[src/rtl/game_pkg.sv]
// Constants and types shared by the game blocks: boss shot pool, player shot pool and game FSM.
package game_pkg;

  localparam int NUM_SLOTS = 4;
  localparam int COORD_W   = 10;
  localparam int WIDE_W    = COORD_W + 1;

  // Player shot pool (reimu_bullet) uses the same coordinate space.
  localparam int REIMU_NUM_SLOTS = 4;
  localparam int REIMU_SPEED     = 16;

  typedef enum logic [1:0] {
    ST_PLAY   = 2'd0,
    ST_INVINC = 2'd1,
    ST_OVER   = 2'd2
  } game_state_e;

  // Distance between two screen coordinates, taken one bit wider so it never wraps.
  function automatic logic [WIDE_W-1:0] abs_diff(input logic [COORD_W-1:0] a,
                                                 input logic [COORD_W-1:0] b);
    logic signed [WIDE_W-1:0] d;
    d = $signed({1'b0, a}) - $signed({1'b0, b});
    return (d < 0) ? WIDE_W'(-d) : WIDE_W'(d);
  endfunction

endpackage

[src/rtl/bullet_slot.sv]
// One boss bullet: holds position and valid, spawns on request, falls SPEED per cycle, retires at BOTTOM.
module bullet_slot
  import game_pkg::*;
#(
  parameter int SPEED  = 12,
  parameter int BOTTOM = 480
) (
  input  logic               clk_22,
  input  logic               rst,
  input  logic               spawn_i,
  input  logic               clr_i,
  input  logic [COORD_W-1:0] spawn_x_i,
  input  logic [COORD_W-1:0] spawn_y_i,
  output logic [COORD_W-1:0] x_o,
  output logic [COORD_W-1:0] y_o,
  output logic               vld_o
);

  logic [COORD_W-1:0] x_q, x_d, y_q, y_d;
  logic               vld_q, vld_d;
  logic [WIDE_W-1:0]  y_next;

  // NOTE: every always_comb output gets a default first, so no path can infer a latch.
  always_comb begin
    y_next = {1'b0, y_q} + WIDE_W'(SPEED);
    x_d    = x_q;
    y_d    = y_q;
    vld_d  = vld_q;
    if (vld_q) begin
      // A hit outranks leaving the screen; a retired bullet keeps its last y.
      if (clr_i || (y_next >= WIDE_W'(BOTTOM))) vld_d = 1'b0;
      else                                      y_d   = y_next[COORD_W-1:0];
    end else if (spawn_i) begin
      x_d   = spawn_x_i;
      y_d   = spawn_y_i;
      vld_d = 1'b1;
    end
  end

  // NOTE: position registers are reset too, so a freshly reset screen reports all-zero coordinates.
  always_ff @(posedge clk_22 or posedge rst) begin
    if (rst) begin
      x_q   <= '0;
      y_q   <= '0;
      vld_q <= 1'b0;
    end else begin
      // NOTE: sequential state uses non-blocking assignment so all flops update together.
      x_q   <= x_d;
      y_q   <= y_d;
      vld_q <= vld_d;
    end
  end

  assign x_o   = x_q;
  assign y_o   = y_q;
  assign vld_o = vld_q;

endmodule

[src/rtl/boss_bullet.sv]
// Boss bullet pool: periodic fire into the lowest free slot, hit detection against the player, lives/invincibility FSM.
module boss_bullet
  import game_pkg::*;
#(
  parameter int FIRE_PERIOD  = 8,
  parameter int SPEED        = 12,
  parameter int BOTTOM       = 480,
  parameter int HIT_R        = 8,
  parameter int INVINC_TICKS = 32,
  parameter int LIVES_INIT   = 3
) (
  input  logic                           clk_22,
  input  logic                           rst,
  input  logic                           fire_en,
  input  logic [COORD_W-1:0]             bossx,
  input  logic [COORD_W-1:0]             bossy,
  input  logic [COORD_W-1:0]             reimux,
  input  logic [COORD_W-1:0]             reimuy,
  output logic [NUM_SLOTS*COORD_W-1:0]   boss_bulletx,
  output logic [NUM_SLOTS*COORD_W-1:0]   boss_bullety,
  output logic [NUM_SLOTS-1:0]           boss_bullet_vld,
  output logic                           reimu_hit,
  output logic [2:0]                     reimu_lives,
  output logic                           invinc,
  output logic                           game_over
);

  localparam int FW = (FIRE_PERIOD > 1) ? $clog2(FIRE_PERIOD) : 1;
  localparam int IW = (INVINC_TICKS > 1) ? $clog2(INVINC_TICKS) : 1;

  game_state_e        state_q;
  logic [FW-1:0]      fire_cnt_q;
  logic [IW-1:0]      invinc_cnt_q;
  logic               hit_q;
  logic [2:0]         lives_q;
  logic               invinc_q;
  logic               game_over_q;

  logic [COORD_W-1:0] slot_x [NUM_SLOTS];
  logic [COORD_W-1:0] slot_y [NUM_SLOTS];
  logic [NUM_SLOTS-1:0] slot_vld, hit_vec, spawn_vec;
  logic               fire_wrap, fire_try;

  assign fire_wrap = (fire_cnt_q == FW'(FIRE_PERIOD - 1));
  assign fire_try  = fire_wrap && fire_en && (state_q != ST_OVER);

  // Allocation looks at valid flags from the start of the cycle, so a slot freed now is reusable next cycle.
  always_comb begin
    spawn_vec = '0;
    if (fire_try) begin
      for (int i = NUM_SLOTS - 1; i >= 0; i--) begin
        if (!slot_vld[i]) begin
          spawn_vec    = '0;
          spawn_vec[i] = 1'b1;
        end
      end
    end
  end

  always_comb begin
    hit_vec = '0;
    for (int i = 0; i < NUM_SLOTS; i++) begin
      hit_vec[i] = (state_q == ST_PLAY) && slot_vld[i]
                && (abs_diff(slot_x[i], reimux) <= WIDE_W'(HIT_R))
                && (abs_diff(slot_y[i], reimuy) <= WIDE_W'(HIT_R));
    end
  end

  for (genvar g = 0; g < NUM_SLOTS; g++) begin : g_slot
    bullet_slot #(
      .SPEED  (SPEED),
      .BOTTOM (BOTTOM)
    ) u_slot (
      .clk_22    (clk_22),
      .rst       (rst),
      .spawn_i   (spawn_vec[g]),
      .clr_i     (hit_vec[g]),
      .spawn_x_i (bossx),
      .spawn_y_i (bossy),
      .x_o       (slot_x[g]),
      .y_o       (slot_y[g]),
      .vld_o     (slot_vld[g])
    );
    assign boss_bulletx[g*COORD_W +: COORD_W] = slot_x[g];
    assign boss_bullety[g*COORD_W +: COORD_W] = slot_y[g];
  end

  always_ff @(posedge clk_22 or posedge rst) begin
    if (rst) begin
      state_q      <= ST_PLAY;
      fire_cnt_q   <= '0;
      invinc_cnt_q <= '0;
      hit_q        <= 1'b0;
      lives_q      <= 3'(LIVES_INIT);
      invinc_q     <= 1'b0;
      game_over_q  <= 1'b0;
    end else begin
      fire_cnt_q <= fire_wrap ? '0 : fire_cnt_q + 1'b1;
      hit_q      <= 1'b0;
      case (state_q)
        ST_PLAY: begin
          // Any number of simultaneous hits costs exactly one life.
          if (|hit_vec) begin
            hit_q   <= 1'b1;
            lives_q <= lives_q - 3'd1;
            if (lives_q == 3'd1) begin
              state_q     <= ST_OVER;
              game_over_q <= 1'b1;
            end else begin
              state_q      <= ST_INVINC;
              invinc_cnt_q <= IW'(INVINC_TICKS - 1);
              invinc_q     <= 1'b1;
            end
          end
        end
        ST_INVINC: begin
          if (invinc_cnt_q == '0) begin
            state_q  <= ST_PLAY;
            invinc_q <= 1'b0;
          end else begin
            invinc_cnt_q <= invinc_cnt_q - 1'b1;
          end
        end
        ST_OVER:  game_over_q <= 1'b1;
        default:  state_q     <= ST_PLAY;
      endcase
    end
  end

  assign boss_bullet_vld = slot_vld;
  assign reimu_hit       = hit_q;
  assign reimu_lives     = lives_q;
  assign invinc          = invinc_q;
  assign game_over       = game_over_q;

endmodule

[config.mk]
export PLATFORM = sky130hd
export DESIGN_NAME = boss_bullet
export DESIGN_NICKNAME = d
export VERILOG_FILES = /design/src/rtl/game_pkg.sv /design/src/rtl/bullet_slot.sv /design/src/rtl/boss_bullet.sv
export SDC_FILE = /design/constraint.sdc
export NUM_CORES = 1
export LEC_CHECK = 0
export CAP_MARGIN = 20
export CORE_MARGIN = 1.5
export CORE_UTILIZATION = 60
export CTS_BUF_LIST = sky130_fd_sc_hd__clkbuf_8
export CTS_CLUSTER_DIAMETER = 80
export CTS_CLUSTER_SIZE = 8
export DETAILED_ROUTE_END_ITERATION = 10
export DONT_BUFFER_PORTS = 1
export PLACE_DENSITY_LB_ADDON = 0.25
export RECOVER_POWER = 100
export SLEW_MARGIN = 0
export SYNTH_ARGS = -nofsm -noshare
export SYNTH_HDL_FRONTEND = slang
export SYNTH_SLANG_ARGS = --single-unit
[constraint.sdc]
create_clock -name clk_22 -period 7.7 [get_ports clk_22]
set_input_delay 1.54 -clock clk_22 [delete_from_list [all_inputs] [get_ports clk_22]]
set_output_delay 1.54 -clock clk_22 [all_outputs]
set_load 0.01 [all_outputs]
==> results of run 1 <==
==> how the worst max path moves through the flow <==
stage / cells past startpoint / slack, ns / endpoint
3_5_place_dp: 15 / 2.29 / g_slot[2].u_slot.y_o[3]
6_report: 15 / 1.60 / g_slot[2].u_slot.y_o[2]
4_1_cts: 13 / 2.71 / invinc_cnt_q[0]
2_1_floorplan: 13 / 2.83 / g_slot[0].u_slot.y_o[2]
3_3_place_gp: 13 / 2.37 / invinc_cnt_q[0]
5_1_grt: 13 / 1.21 / g_slot[3].u_slot.y_o[7]
==> sequential cells by signal (all words and copies together), names as in the netlist <==
register / cells
g_slot.u_slot.x_o: 40
g_slot.u_slot.y_o: 40
invinc_cnt_q: 5
g_slot.u_slot.vld_o: 4
fire_cnt_q: 3
reimu_lives: 3
state_q: 2
game_over: 1
invinc: 1
reimu_hit: 1
==> per-stage QoR <==
stage / area (um^2) / utilization / worst slack [ns] / hold WS [ns] / instances
floorplan: 10700 / - / 2.83 / 0.403 / 1303
global placement: 10900 / 0.626 / 2.37 / 0.415 / 1501
detailed placement: 10900 / 0.626 / 2.29 / 0.420 / 1501
CTS: 11100 / 0.637 / 2.71 / 0.436 / 1516
global route: 10900 / 0.629 / 1.21 / 0.463 / 1518
finish: 10900 / 0.629 / 1.60 / 0.430 / 1518
==> worst register-to-register path, cell delays in order, from the launching register on <==
cell       delay, ns
dfrtp_1         0.44
inv_1           0.10
ha_1            0.18
inv_1           0.06
fa_1            0.43
a21o_1          0.20
a221oi_2        0.38
o31ai_1         0.12
o21a_1          0.22
or3_1           0.41
o211ai_1        0.13
o2111ai_1       0.16
nor4_1          1.61
nor2_1          0.40
nor2_8          0.28
inv_4           0.06
o21ai_2         0.05
o2bb2ai_1       0.12
==> final cells by class <==
cell class | instances | area share
repair buffers | 7 | 0.00252
clock inverters | 5 | 0.00561
clock buffers | 10 | 0.0126
well taps | 225 | 0.0258
flip-flops and latches | 100 | 0.229
inverters | 79 | 0.0275
multi-input cells | 1092 | 0.697
==> cells in the final DEF, fill, tap and decap left out, types with 17 or more instances in the layout <==
cell type and count:
mux2_2 23, a21o_1 26, inv_1 76, ha_1 90, o21a_1 17, nor3_1 36
nor2b_1 22, nand2_1 160, xnor2_1 40, nand3_1 46, o21ai_0 81, nor2_1 83
a211oi_1 17, o211ai_1 19, and3_1 19, a21oi_1 75, mux2i_1 21, dfrtp_1 98
==> cells in the mapped netlist, types with 10 or more instances <==
cell type / count / area share
clkbuf_1: 22 / 0.0077
nand3_1: 46 / 0.022
xor2_1: 13 / 0.011
or3_1: 16 / 0.0094
nor2_1: 81 / 0.028
and2_1: 12 / 0.0070
nand2b_1: 16 / 0.0094
o31ai_1: 10 / 0.0070
o21a_1: 17 / 0.012
a211oi_1: 15 / 0.011
inv_1: 77 / 0.027
and3_1: 19 / 0.011
ha_1: 90 / 0.11
nor2b_1: 22 / 0.013
mux2_2: 23 / 0.024
nor3_1: 36 / 0.017
o211ai_1: 19 / 0.013
a21o_1: 26 / 0.018
mux2i_1: 21 / 0.020
or2_2: 12 / 0.0070
xnor2_1: 40 / 0.033
dfrtp_1: 98 / 0.23
o21ai_0: 79 / 0.037
nand2_1: 160 / 0.056
a31oi_1: 13 / 0.0076
a21oi_1: 74 / 0.035
==> per-layer routing <==
metal	part of all wire	track usage
met1	0.43	0.435
met2	0.46	0.501
met3	0.082	0.0611
met4	0.030	0.120
met5	0	0
==> power by group through the flow <==
stage / registers, W / logic (W) / clock network (W)
after floorplan: 0.000904 / 0.00216 / 0
after global placement: 0.00102 / 0.00249 / 0
after detailed placement: 0.00102 / 0.00255 / 0
after CTS: 0.00101 / 0.00257 / 0.000378
after global routing: 0.00103 / 0.00286 / 0.000398
final: 0.00101 / 0.00256 / 0.000375
==> kinds of logic after synthesis <==
family	count (synthesis)
adder cells (fa/ha/maj)	98
AO/OA/AOI/OAI	398
XOR/XNOR	54
flip-flops	100
buffers and inverters	111
multiplexers	44
AND/OR/NAND/NOR	498
==> metrics.yaml, run 1 <==
status:
  status: "complete, but fails checks"
  violations: "max-capacitance violations, max-slew violations"
finish:
  multiInputGateArea_um2: 7610
  nets: 1430
  diodes: 0
  areaGrowthSynthToFinish_pct: 2.21
  nFillCells: 1526
  drive_gt1_frac: 0.0626
  regArea_um2: 2500
global_routing:
  grt_usage: 0.319
  grt_pass1_vias: 9311
  grt_overflow: 0
  antenna_found_initial: 0
  grt_max_degree: 63
  grt_pass1_wl_um: 46800
pwr:
  total_power_w: 0.00394
  seqPwrFrac: 0.257
  p_per_area_nw_per_um2: 361
  swShare: 0.519
  p_sw_w: 0.00205
  ir_worst_vdd_mv: 0.153
  p_comb_frac: 0.648
  clkPwrFrac: 0.095
  power.leakage_nw: 4.80
  power.internal_w: 0.00190
worst_hold_path:
  hp-class: "flop to flop"
  hold_end: "fire_cnt_q[0]"
  hold_path_depth: 1
  hp-start: "fire_cnt_q[0]"
synthesis:
  synth_top_family_by_area: "compound AO/OA/AOI/OAI gates"
  synth_cell_types: 101
  synth_compound_area_frac: 0.268
  synth-seq-area-share: 0.234
  synth_fa_ha_area_frac: 0.120
  synth_xor_xnor_area_share: 0.0456
  synth-seq-cells: 100
  synth-edff-count: 0
  synth-simple-area-share: 0.245
  syn-num-nets: 1444
  syn_area_um2: 10700
  syn-instance-count: 1303
  syn_area_per_cell_um2: 8.20
  synthArstFlopShare: 1.00
  muxShareOfSynthArea: 0.0439
  yosys_warnings: 0
  ys.flop_type: "dfrtp_1"
routing:
  route.detailed.drc: 0
  drt_iter0_markers: 758
  viasPerCell: 6.64
  ant_nets: 0
  first_pass_iters: 6
  vias: 10086
  wirelength_um: 29300
  wl_per_cell_um: 19.3
critical_path:
  critPathLaunch: "reimuy[1]"
  rr_endpoint: "g_slot[2].u_slot.y_o[2]"
  max_stage_delay_ns: 1.59
  path_buf_inv: 2
  required_ns: 8.04
  reg2reg_slack_ns: 2.28
  cp.arrival_ns: 6.44
  endpoint_kind: "flop"
  timing.rr.start: "g_slot[2].u_slot.x_o[0]"
  cp-start-kind: "input port"
  critical_path_class: "input port to flop"
  crit_chain: "inv_1, ha_1, nor2b_1, o2111a_1, o41ai_1, o2bb2ai_1, o211ai_1, a211oi_1, o211ai_1, nor4_1, nor2_1, nor2_8, inv_4, o21ai_2, o2bb2ai_1"
  critical_path_peak_fanout: 9
  cp_top_family: "simple AND/OR/NAND/NOR gates"
  ff2ff_path_depth: 17
  critical-path-slowest-cell: "nor4_1"
clock_tree:
  tritoncts: "done"
  post_cts_resize_count: 0
  clockBufferDepth: 2
  clkSlewWorstSetupHoldPaths_ns: 0.11
  cts_made_buffers: 9
  insertion_delay_ns: 0.41
  cts_setup_buffers: 0
  cts.sinks: 100
  cts_hold_buf: 0
  h-tree-depth: 3
  cts_root_buf: "clkbuf_8"
die:
  die_h_um: 136
  start_util: 0.615
  coreArea_um2: 17400
  num_rows: 48
  die-area_um2: 18600
  io_pins: 133
  die_x_um: 136
sta:
  fmax_mhz: 164
  period_minus_slack_ns: 6.10
  setup_viol: 0
  rsz0062_at_grt: "false"
  fin_setup_tns_ns: 0
  finalCritPeriodShare: 0.792
  report.final.slew_viol_count: 113
  final_hold_viol_count: 0
  relSlewSlack: -1.22
  fin_worst_skew_ns: 0.0105
  worst_pin_slew_ns: 3.33
placed_design:
  dpl.hpwl_um: 23000
  portBuffers: 0
  gp_congestion: 0.962
flow_run:
  max_cap_violations: 4
(Power assumes the default switching activity.)
==> inputs of run 2 (changes only) <==
==> constraint.sdc (replaced) <==
create_clock -name clk_22 -period 5.5 [get_ports clk_22]
set_input_delay 1.1 -clock clk_22 [delete_from_list [all_inputs] [get_ports clk_22]]
set_output_delay 1.1 -clock clk_22 [all_outputs]
set_load 0.01 [all_outputs]
==> metrics.yaml, run 2 (synthesis results as in run 1) <==
status:
  status: "complete, but fails checks"  # unchanged
  violations: "max-capacitance violations, max-slew violations"  # unchanged
global_routing:
  grt_usage: 0.313  # was 0.319
  grt_max_degree: 63  # unchanged
  grt_pass1_wl_um: 46100  # was 46,800 um
  grt_pass1_vias: 9188  # was 9,311
  grt_overflow: 0  # unchanged
  antenna_found_initial: 0  # unchanged
sta:
  finalCritPeriodShare: 0.894
  setup_viol: 0  # unchanged
  fin_worst_skew_ns: 0.0195  # was 0.0105 ns
  relSlewSlack: -0.894  # was -1.22
  fin_setup_tns_ns: 0  # unchanged
  rsz0062_at_grt: "false"  # unchanged
  worst_pin_slew_ns: 2.82  # was 3.33 ns
  fmax_mhz: 203
  final_hold_viol_count: 0  # unchanged
  period_minus_slack_ns: 4.92
  report.final.slew_viol_count: 103  # was 113
pwr:
  ir_worst_vdd_mv: 0.204  # was 0.153 mV
  p_sw_w: 0.00289  # was 0.00205 W
  swShare: 0.519  # about the same
  p_per_area_nw_per_um2: 506  # was 361 nW/um^2
  p_comb_frac: 0.649  # was 0.648
  power.internal_w: 0.00267  # was 0.00190 W
  power.leakage_nw: 4.81  # was 4.80 nW
  clkPwrFrac: 0.096  # was 0.095
  seqPwrFrac: 0.255  # was 0.257
finish:
  diodes: 0  # unchanged
  final_cell_mix: "nand2_1 (160), dfrtp_1 (98), ha_1 (90)"  # unchanged
  drive_gt1_frac: 0.0687  # was 0.0626
  final_common_cell: "nand2_1"  # unchanged
  areaGrowthSynthToFinish_pct: 2.87  # was 2.21%
  nets: 1432  # was 1,430
  nFillCells: 1482  # was 1,526
  design_area_um2: 11000  # was 10,900 um^2
critical_path:
  cp-start-kind: "input port"  # unchanged
  endpoint_kind: "flop"  # unchanged
  endpoint: "g_slot[0].u_slot.y_o[5]"  # was g_slot[2].u_slot.y_o[2]
  required_ns: 5.73  # was 8.04 ns
  critical_path_class: "input port to flop"  # unchanged
  timing.rr.start: "g_slot[0].u_slot.y_o[0]"  # was g_slot[2].u_slot.x_o[0]
  rr_endpoint: "g_slot[0].u_slot.y_o[5]"  # was g_slot[2].u_slot.y_o[2]
  ff2ff_path_depth: 15  # was 17
  cp.arrival_ns: 5.14  # was 6.44 ns
  critPathLaunch: "reimuy[1]"  # unchanged
  reg2reg_slack_ns: 0.82  # was 2.28 ns
  critical_path_peak_fanout: 16  # was 9
placed_design:
  portBuffers: 0  # unchanged
  gp_congestion: 0.948  # was 0.962
  dpl.hpwl_um: 22900  # was 23,000 um
  place_area_um2: 10900  # about the same
routing:
  first_pass_iters: 6  # unchanged
  vias: 10122  # was 10,086
  viasPerCell: 6.65  # was 6.64
  wl_per_cell_um: 19.1  # was 19.3 um
  ant_nets: 0  # unchanged
  drt_iter0_markers: 844  # was 758
  route.detailed.drc: 0  # unchanged
  wirelength_um: 29100  # was 29,300 um
die:
  start_util: 0.615  # unchanged
  die_h_um: 136  # unchanged
  io_pins: 133  # unchanged
  num_rows: 48  # unchanged
  die_x_um: 136  # unchanged
  coreArea_um2: 17400  # unchanged
  die-area_um2: 18600  # unchanged
clock_tree:
  h-tree-depth: 3  # unchanged
  cts_made_buffers: 9  # unchanged
  cts_root_buf: "clkbuf_8"  # unchanged
  cts_setup_buffers: 0  # unchanged
  insertion_delay_ns: 0.40  # was 0.41 ns
  clkSlewWorstSetupHoldPaths_ns: 0.10  # was 0.11 ns
  cts_hold_buf: 0  # unchanged
  clockBufferDepth: 2  # unchanged
  tritoncts: "done"  # unchanged
  cts.sinks: 100  # unchanged
  post_cts_resize_count: 0  # unchanged
flow_run:
  max_cap_violations: 2  # was 4
worst_hold_path:
  hp-class: "flop to flop"  # unchanged
## run 2: cell type report
type / instances / area, um^2 / share of cell area
Timing Repair Buffer: 9 / 41.3 / 0.00376
Sequential cell: 100 / 2500 / 0.228
Clock inverter: 6 / 68.8 / 0.00626
Multi-Input combinational cell: 1092 / 7650 / 0.697
Tap cell: 225 / 282 / 0.0256
Clock buffer: 10 / 138 / 0.0125
Inverter: 79 / 300 / 0.0273
## run 2: power groups by stage
stage	Sequential [W]	Combinational, W	Clock (W)
2_1_floorplan	0.00127	0.00302	0
3_3_place_gp	0.00143	0.00350	0
3_5_place_dp	0.00143	0.00357	0
4_1_cts	0.00142	0.00360	0.000536
5_1_grt	0.00146	0.00403	0.000565
6_report	0.00142	0.00361	0.000531
## run 2: worst max-delay path, cell delays in order
cell and delay (ns):
inv_1 0.19, fa_1 0.52, a21o_1 0.20, a21oi_1 0.17
xnor2_1 0.15, or4_1 0.55, or4_1 0.43, a211oi_2 0.25
o32ai_2 0.15, nor4_1 0.64, o21bai_1 0.47, a21oi_1 0.24
a21oi_1 0.06
## run 2: per-layer routing
metal,track usage,share of wire,vias to the layer above
met3,0.0485,0.071,40
met4,0.0957,0.022,0
met2,0.506,0.47,375
met5,0,0,-
met1,0.430,0.44,4861
li1,-,-,4846
## run 2: worst min-delay path by stage
| stage | slack, ns | from | depth (start not counted) | endpoint |
|---|---|---|---|---|
| 2_1_floorplan | 0.40 | fire_cnt_q[0] | 1 | fire_cnt_q[0] |
| 4_1_cts | 0.45 | fire_cnt_q[0] | 1 | fire_cnt_q[0] |
| 3_5_place_dp | 0.43 | fire_cnt_q[0] | 1 | fire_cnt_q[0] |
| 3_3_place_gp | 0.42 | fire_cnt_q[0] | 1 | fire_cnt_q[0] |
| 6_report | 0.45 | fire_cnt_q[0] | 1 | fire_cnt_q[0] |
| 5_1_grt | 0.47 | fire_cnt_q[0] | 1 | fire_cnt_q[0] |
## run 2: metrics by stage
stage                util  setup WS [ns]  std cells  power, W  hold slack (ns)
CTS                 0.638          0.953       1519   0.00555            0.447
detailed placement  0.626          0.525       1503   0.00500            0.433
finish              0.633          0.583       1521   0.00556            0.445
floorplan               -           1.07       1303   0.00429            0.403
global placement    0.626          0.668       1503   0.00493            0.421
global route        0.633          0.306       1521   0.00606            0.469
==> inputs of run 3 (changes only) <==
--- a/config.mk
+++ b/config.mk
@@ -13,6 +13,7 @@
 export CTS_CLUSTER_SIZE = 8
 export DETAILED_ROUTE_END_ITERATION = 10
 export DONT_BUFFER_PORTS = 1
+export GPL_TIMING_DRIVEN = 0
 export PLACE_DENSITY_LB_ADDON = 0.25
 export RECOVER_POWER = 100
 export SLEW_MARGIN = 0
==> metrics.yaml, run 3 (synthesis results as in run 1) <==
critical_path:
  path_buf_inv: 2  # was 1
  cp-start-kind: "input port"  # unchanged
  crit_chain: "inv_1, ha_1, nor2b_1, o211a_1, o311ai_0, nor3_2, mux2i_1, a2111oi_0, nand4_1, nor4_4, o22ai_2, buf_2, o21ai_0, o211ai_1"  # was inv_1, fa_1, a21o_1, a21oi_1, xnor2_1, or4_1, or4_1, a211oi_2, o32ai_2, nor4_1, o21bai_1, a21oi_1, a21oi_1
  critical_path_peak_fanout: 10  # was 16
  cp_num_cells: 14  # was 13
  max_stage_delay_ns: 1.03  # was 0.64 ns
  critical_path_class: "input port to flop"  # unchanged
  endpoint_kind: "flop"  # unchanged
  ff2ff_path_depth: 15  # unchanged
  critical-path-slowest-cell: "o311ai_0"  # was nor4_1
  required_ns: 5.80  # was 5.73 ns
  cp_top_family: "compound AO/OA/AOI/OAI gates"  # was simple AND/OR/NAND/NOR gates
  cp.arrival_ns: 5.34  # was 5.14 ns
  reg2reg_slack_ns: 0.77  # was 0.82 ns
status:
  violations: "max-capacitance violations, max-slew violations"  # unchanged
  status: "complete, but fails checks"  # unchanged
die:
  start_util: 0.615  # unchanged
  die_h_um: 136  # unchanged
  num_rows: 48  # unchanged
  die-area_um2: 18600  # unchanged
  io_pins: 133  # unchanged
  coreArea_um2: 17400  # unchanged
  die_x_um: 136  # unchanged
finish:
  final_common_cell: "nand2_1"  # unchanged
  fin_cells: 1547  # was 1,521
  diodes: 0  # unchanged
  drive_gt1_frac: 0.0726  # was 0.0687
  final_cell_mix: "nand2_1 (160), dfrtp_1 (98), ha_1 (90)"  # unchanged
  nets: 1458  # was 1,432
  areaGrowthSynthToFinish_pct: 3.96  # was 2.87%
pwr:
  swShare: 0.527  # was 0.519
  ir_worst_vdd_mv: 0.225  # was 0.204 mV
  power.leakage_nw: 4.86  # was 4.81 nW
  clkPwrFrac: 0.086  # was 0.096
  p_per_area_nw_per_um2: 499  # was 506 nW/um^2
  p_comb_frac: 0.664  # was 0.649
  seqPwrFrac: 0.250  # was 0.255
  power.internal_w: 0.00262  # was 0.00267 W
  p_sw_w: 0.00292  # was 0.00289 W
  total_power_w: 0.00555  # was 0.00556 W
routing:
  highest-signal-layer: "met4"  # unchanged
  wl_met3_um: 2230  # was 2060 um
  vias: 10299  # was 10,122
  drt_iter0_markers: 636  # was 844
  route.detailed.drc: 0  # unchanged
  wirelength_met1_um: 12500  # was 12,800 um
  first_pass_iters: 5  # was 6
  routed-wl-met2_um: 13800  # was 13,600 um
  wirelength_um: 29500  # was 29,100 um
  ant_nets: 0  # unchanged
  wl_per_cell_um: 19.1  # about the same
  viasPerCell: 6.66  # was 6.65
sta:
  report.final.slew_viol_count: 103  # unchanged
  final_hold_viol_count: 0  # unchanged
  setup_viol: 0  # unchanged
  finalCritPeriodShare: 0.917  # was 0.894
  worst_pin_slew_ns: 2.70  # was 2.82 ns
  period_minus_slack_ns: 5.04  # was 4.92 ns
  fin_setup_tns_ns: 0  # unchanged
  relSlewSlack: -0.801  # was -0.894
  rsz0062_at_grt: "false"  # unchanged
  fmax_mhz: 198  # was 203 MHz
  fin_worst_skew_ns: 0.0205  # was 0.0195 ns
placed_design:
  portBuffers: 0  # unchanged
  dp.cells: 1531  # was 1,503
  gp_congestion: 0.947  # was 0.948
  dpl.hpwl_um: 23600  # was 22,900 um
global_routing:
  grt_overflow: 0  # unchanged
  grt_max_degree: 61  # was 63
  grt_pass1_vias: 9596  # was 9,188
  grt_pass1_wl_um: 47000  # was 46,100 um
  grt_usage: 0.318  # was 0.313
  antenna_found_initial: 0  # unchanged
clock_tree:
  insertion_delay_ns: 0.41  # was 0.40 ns
  cts_hold_buf: 0  # unchanged
  cts_root_buf: "clkbuf_8"  # unchanged
  clkSlewWorstSetupHoldPaths_ns: 0.11  # was 0.10 ns
  cts_made_buffers: 9  # unchanged
  cts.sinks: 100  # unchanged
  h-tree-depth: 3  # unchanged
  post_cts_resize_count: 0  # unchanged
  clockBufferDepth: 2  # unchanged
  tritoncts: "done"  # unchanged
  cts_setup_buffers: 0  # unchanged
flow_run:
  max_cap_violations: 2  # unchanged
worst_hold_path:
  hp-class: "flop to flop"  # unchanged
  hold_path_depth: 1  # unchanged
[run 3: cell type report]
class	count	area, um^2
Tap cell	225	282
Buffer	32	133
Fill cell	1576	6250
Clock inverter	7	57.6
Multi-Input combinational cell	1092	7680
Clock buffer	9	124
Timing Repair Buffer	3	20.0
Inverter	79	300
Sequential cell	100	2500
[run 3: worst paths after layout]
check                                   startpoint                 endpoint
setup / recovery                         reimux[1]  g_slot[1].u_slot.y_o[8]
hold / removal                       fire_cnt_q[0]            fire_cnt_q[0]
setup reg to reg           g_slot[0].u_slot.y_o[0]  g_slot[0].u_slot.y_o[2]
hold reg to reg                      fire_cnt_q[0]            fire_cnt_q[0]
max in group asynchronous                      rst  g_slot[2].u_slot.y_o[5]
min in group asynchronous                      rst  g_slot[3].u_slot.x_o[1]
[run 3: metrics by stage]
step,util,hold slack [ns],worst slack (ns),instance area (um^2)
CTS,0.645,0.433,0.723,11200
global route,0.640,0.447,0.212,11100
finish,0.640,0.431,0.459,11100
detailed placement,0.634,0.420,0.283,11000
global placement,0.632,0.414,0.407,11000
floorplan,-,0.403,1.07,10700
[run 3: layer usage]
metal,vias up,track usage
met5,-,0
met4,0,0.138
met3,55,0.0474
met2,368,0.515
met1,4965,0.423
li1,4911,-
[run 3: power groups by stage]
stage / clock (W) / sequential (W) / combinational [W]
finish: 0.000475 / 0.00139 / 0.00368
global route: 0.000500 / 0.00142 / 0.00409
CTS: 0.000481 / 0.00139 / 0.00366
detailed placement: 0 / 0.00140 / 0.00364
global placement: 0 / 0.00140 / 0.00353
floorplan: 0 / 0.00127 / 0.00302
